$ cat config.mk
export PLATFORM = sky130hd
export DESIGN_NAME = bus_req_arbiter
export DESIGN_NICKNAME = d
export VERILOG_FILES = /design/src/rtl/cache_types.sv /design/src/rtl/bus_req_arbiter_rr_picker.sv /design/src/rtl/bus_req_arbiter.sv
export SDC_FILE = /design/constraint.sdc
export NUM_CORES = 1
export LEC_CHECK = 0
export CAP_MARGIN = 20
export CORE_AREA = 2 2 210 212
export DETAILED_ROUTE_END_ITERATION = 12
export DIE_AREA = 0 0 212 214
export HOLD_SLACK_MARGIN = 0.15
export PLACE_DENSITY = 0.68
export SYNTH_ARGS = -nofsm -noshare
export SYNTH_HDL_FRONTEND = slang
export SYNTH_HIERARCHICAL = 1
export SYNTH_SLANG_ARGS = --single-unit
$ cat constraint.sdc
create_clock -name clk -period 7.4 [get_ports clk]
set_input_delay 1.48 -clock clk [delete_from_list [all_inputs] [get_ports clk]]
set_output_delay 1.48 -clock clk [all_outputs]
set_load 0.02 [all_outputs]
$ cat src/rtl/cache_types.sv
// Shared coherence message types for the L1 caches, snoop bus and memory controller.
// Also carries arbiter sizing and small helpers used by the snoop bus request arbiter.
package cache_types;

  localparam int NUM_CACHE = 8;
  localparam int MSG_SRC_W = $clog2(NUM_CACHE) + 1;
  localparam int ARB_PTR_W = $clog2(NUM_CACHE);
  localparam int ADDR_W    = 32;

  typedef enum logic [1:0] {
    IDLE = 2'd0,
    GETS = 2'd1,
    GETM = 2'd2,
    PUTM = 2'd3
  } bus_tx_t;

  typedef struct packed {
    logic                 valid;
    logic [MSG_SRC_W-1:0] source;
    logic [ADDR_W-1:0]    addr;
    bus_tx_t              bus_tx;
  } req_msg_t;

  typedef struct packed {
    logic                 valid;
    logic [MSG_SRC_W-1:0] source;
    logic [MSG_SRC_W-1:0] destination;
    logic [ADDR_W-1:0]    addr;
    logic                 memory_flag;
  } resp_msg_t;

  // GETS/GETM expect a data response; PUTM completes on the bus.
  function automatic logic is_data_tx(input bus_tx_t tx);
    return (tx == GETS) || (tx == GETM);
  endfunction

  function automatic logic [31:0] sat_inc32(input logic [31:0] v);
    return (v == 32'hFFFF_FFFF) ? v : v + 32'd1;
  endfunction

endpackage

$ cat src/rtl/bus_req_arbiter_rr_picker.sv
// Round-robin first-eligible search starting at ptr, wrapping at N.
// Purely combinational, zero latency; no backpressure of its own.
module rr_picker #(
  parameter int N     = 8,
  parameter int PTR_W = 3
) (
  input  logic [N-1:0]     eligible,
  input  logic [PTR_W-1:0] rr_ptr,
  output logic             grant_valid,
  output logic [PTR_W-1:0] grant_idx
);

  logic [PTR_W:0] idx;

  always_comb begin
    grant_valid = 1'b0;
    grant_idx   = '0;
    idx         = '0;
    for (int k = 0; k < N; k++) begin
      idx = {1'b0, rr_ptr} + (PTR_W+1)'(k);
      if (idx >= (PTR_W+1)'(N)) idx = idx - (PTR_W+1)'(N);
      if (!grant_valid && eligible[idx[PTR_W-1:0]]) begin
        grant_valid = 1'b1;
        grant_idx   = idx[PTR_W-1:0];
      end
    end
  end

endmodule

$ cat src/rtl/bus_req_arbiter.sv
// Snoop bus request arbiter: one slot per L1, round-robin grant, one-cycle broadcast.
// Latency: accept at edge N, bus_req.valid after edge N+1. Backpressure: req_ready = slot empty; bus_stall blocks grants.
// Optional BUS_ARB_PERF_EN macro enables saturating grant/stall performance counters.
module bus_req_arbiter
  import cache_types::*;
#(
  parameter int NUM_REQ = NUM_CACHE,
  parameter int SRC_W   = $clog2(NUM_CACHE) + 1
) (
  input  logic                       clk,
  input  logic                       rst,
  input  logic [NUM_REQ-1:0]         req_valid,
  input  req_msg_t [NUM_REQ-1:0]     req_in,
  output logic [NUM_REQ-1:0]         req_ready,
  input  logic                       bus_stall,
  input  resp_msg_t                  resp_in,
  output req_msg_t                   bus_req,
  output logic [SRC_W-1:0]           grant_id,
  output logic [31:0]                perf_gets,
  output logic [31:0]                perf_getm,
  output logic [31:0]                perf_putm,
  output logic [31:0]                perf_stall
);

  localparam int PTR_W = (NUM_REQ > 1) ? $clog2(NUM_REQ) : 1;

  logic [NUM_REQ-1:0] slot_full;
  logic [NUM_REQ-1:0] pending;
  logic [NUM_REQ-1:0] eligible;
  logic [NUM_REQ-1:0] grant_oh;
  logic [ADDR_W-1:0]  slot_addr [NUM_REQ];
  bus_tx_t            slot_tx   [NUM_REQ];
  logic [PTR_W-1:0]   rr_ptr;
  logic [PTR_W-1:0]   pick_idx;
  logic               pick_vld;
  logic               do_grant;
  logic               retire_vld;

  assign req_ready  = ~slot_full;
  assign do_grant   = pick_vld & ~bus_stall;
  assign retire_vld = resp_in.valid & ~resp_in.memory_flag;
  assign grant_oh   = do_grant ? (NUM_REQ'(1) << pick_idx) : '0;

  // A PUTM may go out while the same cache still waits on data; loads/stores may not.
  always_comb begin
    eligible = '0;
    for (int i = 0; i < NUM_REQ; i++) begin
      eligible[i] = slot_full[i] & ~(pending[i] & (slot_tx[i] != PUTM));
    end
  end

  rr_picker #(
    .N     (NUM_REQ),
    .PTR_W (PTR_W)
  ) u_picker (
    .eligible    (eligible),
    .rr_ptr      (rr_ptr),
    .grant_valid (pick_vld),
    .grant_idx   (pick_idx)
  );

  always_ff @(posedge clk) begin
    if (rst) begin
      slot_full <= '0;
      pending   <= '0;
      rr_ptr    <= '0;
      bus_req   <= '0;
      grant_id  <= '0;
      for (int i = 0; i < NUM_REQ; i++) begin
        slot_addr[i] <= '0;
        slot_tx[i]   <= IDLE;
      end
    end else begin
      for (int i = 0; i < NUM_REQ; i++) begin
        if (grant_oh[i]) begin
          slot_full[i] <= 1'b0;
        end else if (req_valid[i] && !slot_full[i] && (req_in[i].bus_tx != IDLE)) begin
          slot_full[i] <= 1'b1;
          slot_addr[i] <= req_in[i].addr;
          slot_tx[i]   <= req_in[i].bus_tx;
        end
      end

      // Set after clear so a fresh grant outranks a retire for the same cache.
      for (int i = 0; i < NUM_REQ; i++) begin
        if (retire_vld && (resp_in.destination == MSG_SRC_W'(i))) pending[i] <= 1'b0;
        if (grant_oh[i] && is_data_tx(slot_tx[i])) pending[i] <= 1'b1;
      end

      bus_req <= '0;
      if (do_grant) begin
        bus_req.valid  <= 1'b1;
        bus_req.source <= MSG_SRC_W'(pick_idx);
        bus_req.addr   <= slot_addr[pick_idx];
        bus_req.bus_tx <= slot_tx[pick_idx];
        grant_id       <= SRC_W'(pick_idx);
        rr_ptr         <= (pick_idx == PTR_W'(NUM_REQ - 1)) ? '0 : pick_idx + PTR_W'(1);
      end
    end
  end

`ifdef BUS_ARB_PERF_EN
  logic [31:0] gets_q;
  logic [31:0] getm_q;
  logic [31:0] putm_q;
  logic [31:0] stall_q;

  always_ff @(posedge clk) begin
    if (rst) begin
      gets_q  <= '0;
      getm_q  <= '0;
      putm_q  <= '0;
      stall_q <= '0;
    end else begin
      if (do_grant && slot_tx[pick_idx] == GETS) gets_q <= sat_inc32(gets_q);
      if (do_grant && slot_tx[pick_idx] == GETM) getm_q <= sat_inc32(getm_q);
      if (do_grant && slot_tx[pick_idx] == PUTM) putm_q <= sat_inc32(putm_q);
      if (bus_stall && |slot_full)               stall_q <= sat_inc32(stall_q);
    end
  end

  assign perf_gets  = gets_q;
  assign perf_getm  = getm_q;
  assign perf_putm  = putm_q;
  assign perf_stall = stall_q;
`else
  assign perf_gets  = '0;
  assign perf_getm  = '0;
  assign perf_putm  = '0;
  assign perf_stall = '0;
`endif

  // Message fields the arbiter never consumes.
  logic unused_msg_bits;
  always_comb begin
    unused_msg_bits = ^{resp_in.source, resp_in.addr};
    for (int i = 0; i < NUM_REQ; i++) begin
      unused_msg_bits = unused_msg_bits ^ req_in[i].valid ^ (^req_in[i].source);
    end
  end

endmodule

==> results of run 1 <==
[worst min-delay path by stage]
stage                  end   startpoint
3_5_place_dp   grant_id[1]  grant_id[1]
3_3_place_gp   grant_id[1]  grant_id[1]
5_1_grt        grant_id[1]  grant_id[1]
4_1_cts        grant_id[1]  grant_id[1]
2_1_floorplan   pending[0]   pending[0]
6_report       grant_id[1]  grant_id[1]
[per-stage QoR]
stage	setup WS, ps	area [um^2]	hold slack, ps	utilization (%)
2_1_floorplan	736.4	16600	448.7	-
3_5_place_dp	1421	19750	470.8	46.05
3_3_place_gp	1466	19740	450.7	46.03
6_report	1490	20970	474.8	48.89
5_1_grt	1093	20960	498.0	48.86
4_1_cts	1402	20950	478.9	48.84
[cell families (layout without fill, tap and decap cells)]
family | after synthesis | in the layout
and+or+nand+nor | 355 | 355
xor gates and xnor gates | 4 | 4
other | 1 | 137
adders and majority gates | 16 | 16
DFF | 332 | 332
muxes | 100 | 100
AOI/OAI and AO/OA | 111 | 111
buffers and inverters | 218 | 455
[final cells by class]
type | instances | area [um^2]
multi-input combinational | 716 | 5968
timing repair buffer | 362 | 3587
clock inverter | 15 | 148.9
tap | 585 | 732.0
sequential | 332 | 9369
inverter | 25 | 93.84
fill | 3705 | 21920
antenna | 7 | 17.52
clock buffer | 53 | 1049
[state kept, by name, indices dropped and copies added (netlist names)]
register,cells
rr_ptr,3
slot_addr,256
bus_req,38
pending,8
slot_tx,16
slot_full,8
grant_id,3
[cell usage after synthesis, types with 7 or more instances]
library cell / number / area (um^2)
nor3_1: 7 / 35.03
nor2_1: 9 / 33.78
a22o_1: 34 / 297.8
buf_4: 131 / 983.4
a21oi_1: 22 / 110.1
inv_1: 23 / 86.33
ha_1: 16 / 200.2
nand2_1: 23 / 86.33
buf_2: 23 / 115.1
mux4_2: 83 / 1869
mux2i_1: 9 / 90.09
clkbuf_1: 29 / 108.9
nand3_1: 8 / 40.04
dfxtp_1: 60 / 1201
edfxtp_1: 272 / 8168
o21ai_0: 17 / 85.08
and2_1: 200 / 1251
nor2b_1: 75 / 469.2
[report_power, final]
part	total, W	internal [W]	switching [W]
clock	0.00182	0.00107	0.000754
sequential	0.00267	0.00251	0.000159
combinational	0.00445	0.00198	0.00247
total	0.00894	0.00556	0.00338
[metal layers]
| metal | routed length (um) | part of all wire [%] | vias to the layer above | global-route usage (%) |
|---|---|---|---|---|
| li1 | - | - | 4589 | - |
| met1 | 18270 | 39 | 5092 | 25.37 |
| met2 | 23580 | 50 | 493 | 34.83 |
| met3 | 3539 | 7.5 | 87 | 4.589 |
| met4 | 1726 | 3.7 | 8 | 9.131 |
| met5 | 59 | 0.13 | - | 0 |
[critical path, delay by kind of cell (launching register included)]
kind,cells,cell delay (ps)
and+or+nand+nor,3,610
DFF,1,800
adders and majority gates,3,1190
buffers and inverters,2,710
muxes,2,890
AOI/OAI and AO/OA,4,1380
==> results.tsv, run 1 <==
metric	value	unit
crit_end	slot_addr[3][30]	
cts_inserted_buffers	37	
worst_pin_slew	1106	ps
start_util	37.57	%
r2r_end	slot_addr[3][30]	
first_pass_iters	7	
critPathRequiredTime	7640	ps
dp.cells	2020	
worstPathCellList	ha_1 > mux2_1 > mux4_2 > or2_4 > a21oi_4 > a21oi_1 > a32o_4 > buf_4 > ha_1 > ha_1 > nand3b_1 > nand2b_1 > o21ai_4 > buf_4	
fp.dieW	212	um
clk_pin_slew_worst_paths	60	ps
synth_area	16110	um^2
fin_worst_skew	20.57	ps
cts_tree	yes	
htree_levels	2	
maxCapViolCount	0	
cp_max_fo	24	
rr_startpoint	rr_ptr[1]	
synth-adder-area-share	1.242	%
drt_iter0_drc	594	
num_vias	10270	
worstSetupPathType	reg -> reg	
whs_path_depth	2	
synthFlopType	edfxtp_1	
total_power	0.008938	W
routed_wl	47180	um
holdBufCountCts	0	
clockBufferDepth	3	
maxSlewViolCount	0	
synthesis.instances	1137	
grt_usage	20.67	%
post_drt_wl_per_cell	22.52	um
antenna_found_initial	10	
drc	0	
worst_hold_path_type	reg -> reg	
core	42890	um^2
synthMuxAreaShare	12.72	%
rsz0062_at_grt	false	
area_delta_synth_final	30.11	%
setup_viol	0	
slew_headroom	25.47	%
critical_path.startpoint	rr_ptr[1]	
layout_worst_path_cycle_share	79.87	%
fin_cells	2095	
period_needed	5910	ps
die-area	45370	um^2
final_nets	1855	
crit_slowest_cell	dfxtp_1	
grt_pass1_vias	10820	
finalSetupTns	0	ps
clock_sinks	332	
antenna_left	0	
hold_viol_final	0	
synth_compound_area_share	5.032	%
ys_types	61	
mostFrequentLayoutCells	clkdlybuf4s50_1, edfxtp_1, and2_1	
avgViaCountPerCell	4.902	
async_reset_ff_share	0	%
crit_path_start_kind	flip-flop	
max_stage_delay	800	ps
end_kind	flip-flop	
final_common_cell	clkdlybuf4s50_1	
leakage	7.852	nW
clock_tree.root_cell	clkbuf_16	
yosysWarnings	6	
synthSimpleGateAreaFrac	14.17	%
arrival	6150	ps
overflow	0	
grt_start_max_net_pins	71	
synth-seq-cells	332	
dp_hpwl	33820	um
reg2reg_slack	1490	ps
synth_xor_area_share	0.2174	%
synth_top_family_by_area	simple AND/OR/NAND/NOR gates	
synth_edf_count	272	
fmax	0.1692	GHz
rows	76	
reg2reg_depth	14	
die_h	214	um
insertion_delay	560	ps
grt_pass1_wl	67880	um
power_per_cell_area	426.3	nW/um^2
port_buffers	337	
post_cts_buffers	0	
outcome	finished clean	
worst_ir_drop_vdd	0.4812	mV
final_layout_size_suffix_gt1_share	12.64	%
place.gp.congestion	0.8918	
crit_top_cell	ha_1	
ys_seq_area_share	58.15	%
syn_avg_cell_area	14.17	um^2
cts_resized	0	
ioPinCount	544	
No activity file was read; power rests on OpenSTA's default activity.
==> run 2, diff against run 1 <==
- clock period: 7.4 -> 5.7 ns (I/O delays scaled with it)
==> results.tsv, run 2 (synthesis gave the netlist of run 1 again) <==
metric	value	unit
outcome	finished clean	
maxCapViolCount	0	
rows	76	
worst_hold_path_type	reg -> reg	
num_vias	10290	
wl_met3	3511	um
avgViaCountPerCell	4.885	
ioPinCount	544	
end_kind	flip-flop	
reg2reg_slack	850	ps
cts_resized	0	
maxSlewViolCount	0	
worstSetupPathType	reg -> reg	
post_drt_wl_per_cell	22.41	um
crit_slowest_cell	a21oi_1	
cp_max_fo	18	
finalSetupTns	0	ps
period_needed	4852	ps
insertion_delay	540	ps
critPathRequiredTime	5930	ps
grt_pass1_wl	68120	um
routed_wl	47210	um
highest_layer	met5	
layout_worst_path_cycle_share	85.12	%
die-area	45370	um^2
first_pass_iters	5	
hold_path_end	grant_id[1]	
leakage	7.965	nW
total_power	0.01176	W
grt_pass1_vias	10650	
fmax	0.2061	GHz
drc	0	
antenna_left	0	
setup_ws	848.4	ps
area_delta_synth_final	31.58	%
drt_iter0_drc	666	
worst_pin_slew	1089	ps
hold_start	grant_id[1]	
largest_register	slot_addr	
worst_ir_drop_vdd	0.9208	mV
clock_sinks	332	
clockBufferDepth	3	
cts_tree	yes	
r2r_end	slot_addr[3][0]	
clk_pin_slew_worst_paths	50	ps
largest_reg_flops	256	
slew_headroom	27.43	%
reg2reg_depth	14	
rr_startpoint	rr_ptr[1]	
core	42890	um^2
clock_tree.root_cell	clkbuf_16	
overflow	0	
rsz0062_at_grt	false	
place_ws	999.3	ps
grt_usage	20.70	%
hold_viol_final	0	
dp_hpwl	33560	um
wl_met1	18150	um
fp.dieW	212	um
reg.largest.list	slot_addr (256), bus_req (38), slot_tx (16)	
max_stage_delay	850	ps
final_layout_size_suffix_gt1_share	13.61	%
grt_start_max_net_pins	71	
die_h	214	um
fillers	3687	
post_cts_buffers	0	
htree_levels	2	
power_per_cell_area	554.6	nW/um^2
port_buffers	337	
crit_path_start_kind	flip-flop	
final_common_cell	clkdlybuf4s50_1	
crit_top_cell	ha_1	
antenna_found_initial	9	
mostFrequentLayoutCells	clkdlybuf4s50_1, edfxtp_1, and2_1	
fin_worst_skew	21.17	ps
whs_path_depth	2	
routed-wl-met2	24070	um
final_nets	1868	
start_util	37.57	%
cts_inserted_buffers	37	
worstPathCellList	buf_4 > ha_1 > mux2_1 > mux4_2 > or2_4 > a21oi_4 > nand3_1 > a21oi_1 > inv_1 > ha_1 > nand3b_1 > nand2b_1 > o21ai_4 > buf_12	
arrival	5080	ps
timing.hold.ws	476.6	ps
setup_viol	0	
holdBufCountCts	0	
place.gp.congestion	0.8135	
[run 2: cell types whose count changed in the layout (fill, tap and decap cells not counted), moves of 2 or more]
cell / before / now
clkbuf_8: 2 / 5
clkinv_1: 7 / 5
buf_4: 23 / 26
buf_12: 2 / 12
clkbuf_1: 12 / 9
[run 2: final cells by class]
cell class / count / area (um^2) / area share, %
diodes: 8 / 20.02 / 0.09442
repair buffers: 375 / 3810 / 17.97
multi-input cells: 716 / 5968 / 28.15
clock inverters: 14 / 155.1 / 0.7318
flip-flops and latches: 332 / 9369 / 44.19
well taps: 585 / 732.0 / 3.452
clock buffers: 52 / 1054 / 4.969
inverters: 25 / 93.84 / 0.4426
[run 2: critical path, delay by kind of cell (launching register included)]
family                   cells  cell delay [ps]
AO/OA/AOI/OAI                3             1260
AND/OR/NAND/NOR              4              680
flip-flops                   1              470
buffers and inverters        3              650
adder cells (fa/ha/maj)      2              600
multiplexers                 2              860
[run 2: worst max-delay path by stage]
stage	start	end	slack [ps]	depth (start not counted)
finish	rr_ptr[1]	slot_addr[3][0]	850	14
global route	rr_ptr[1]	slot_addr[4][4]	640	13
CTS	rr_ptr[1]	slot_addr[3][0]	990	14
detailed placement	rr_ptr[1]	slot_addr[4][11]	1000	13
global placement	rr_ptr[1]	slot_addr[4][11]	1050	13
floorplan	rr_ptr[1]	slot_addr[2][0]	100	16
[run 2: stage by stage]
| step | cells | util, % | area, um^2 |
|---|---|---|---|
| finish | 2107 | 49.44 | 21200 |
| global route | 2103 | 49.41 | 21190 |
| CTS | 2099 | 49.39 | 21180 |
| detailed placement | 2033 | 46.57 | 19970 |
| global placement | 2032 | 46.55 | 19960 |
| floorplan | 1266 | - | 16620 |
[run 2: metal layers]
metal / GRT usage, % / up-vias
li1: - / 4623
met3: 5.102 / 85
met5: 0 / -
met4: 7.559 / 6
met2: 35.44 / 470
met1: 25.23 / 5108
[run 2: where the power goes]
part	total [W]	internal [W]	leakage, nW	switching, W
combinational	0.00592	0.00269	3.99	0.00323
sequential	0.00347	0.00326	3.38	0.000204
clock	0.00237	0.00143	0.593	0.000948
total	0.0118	0.00738	7.97	0.00438
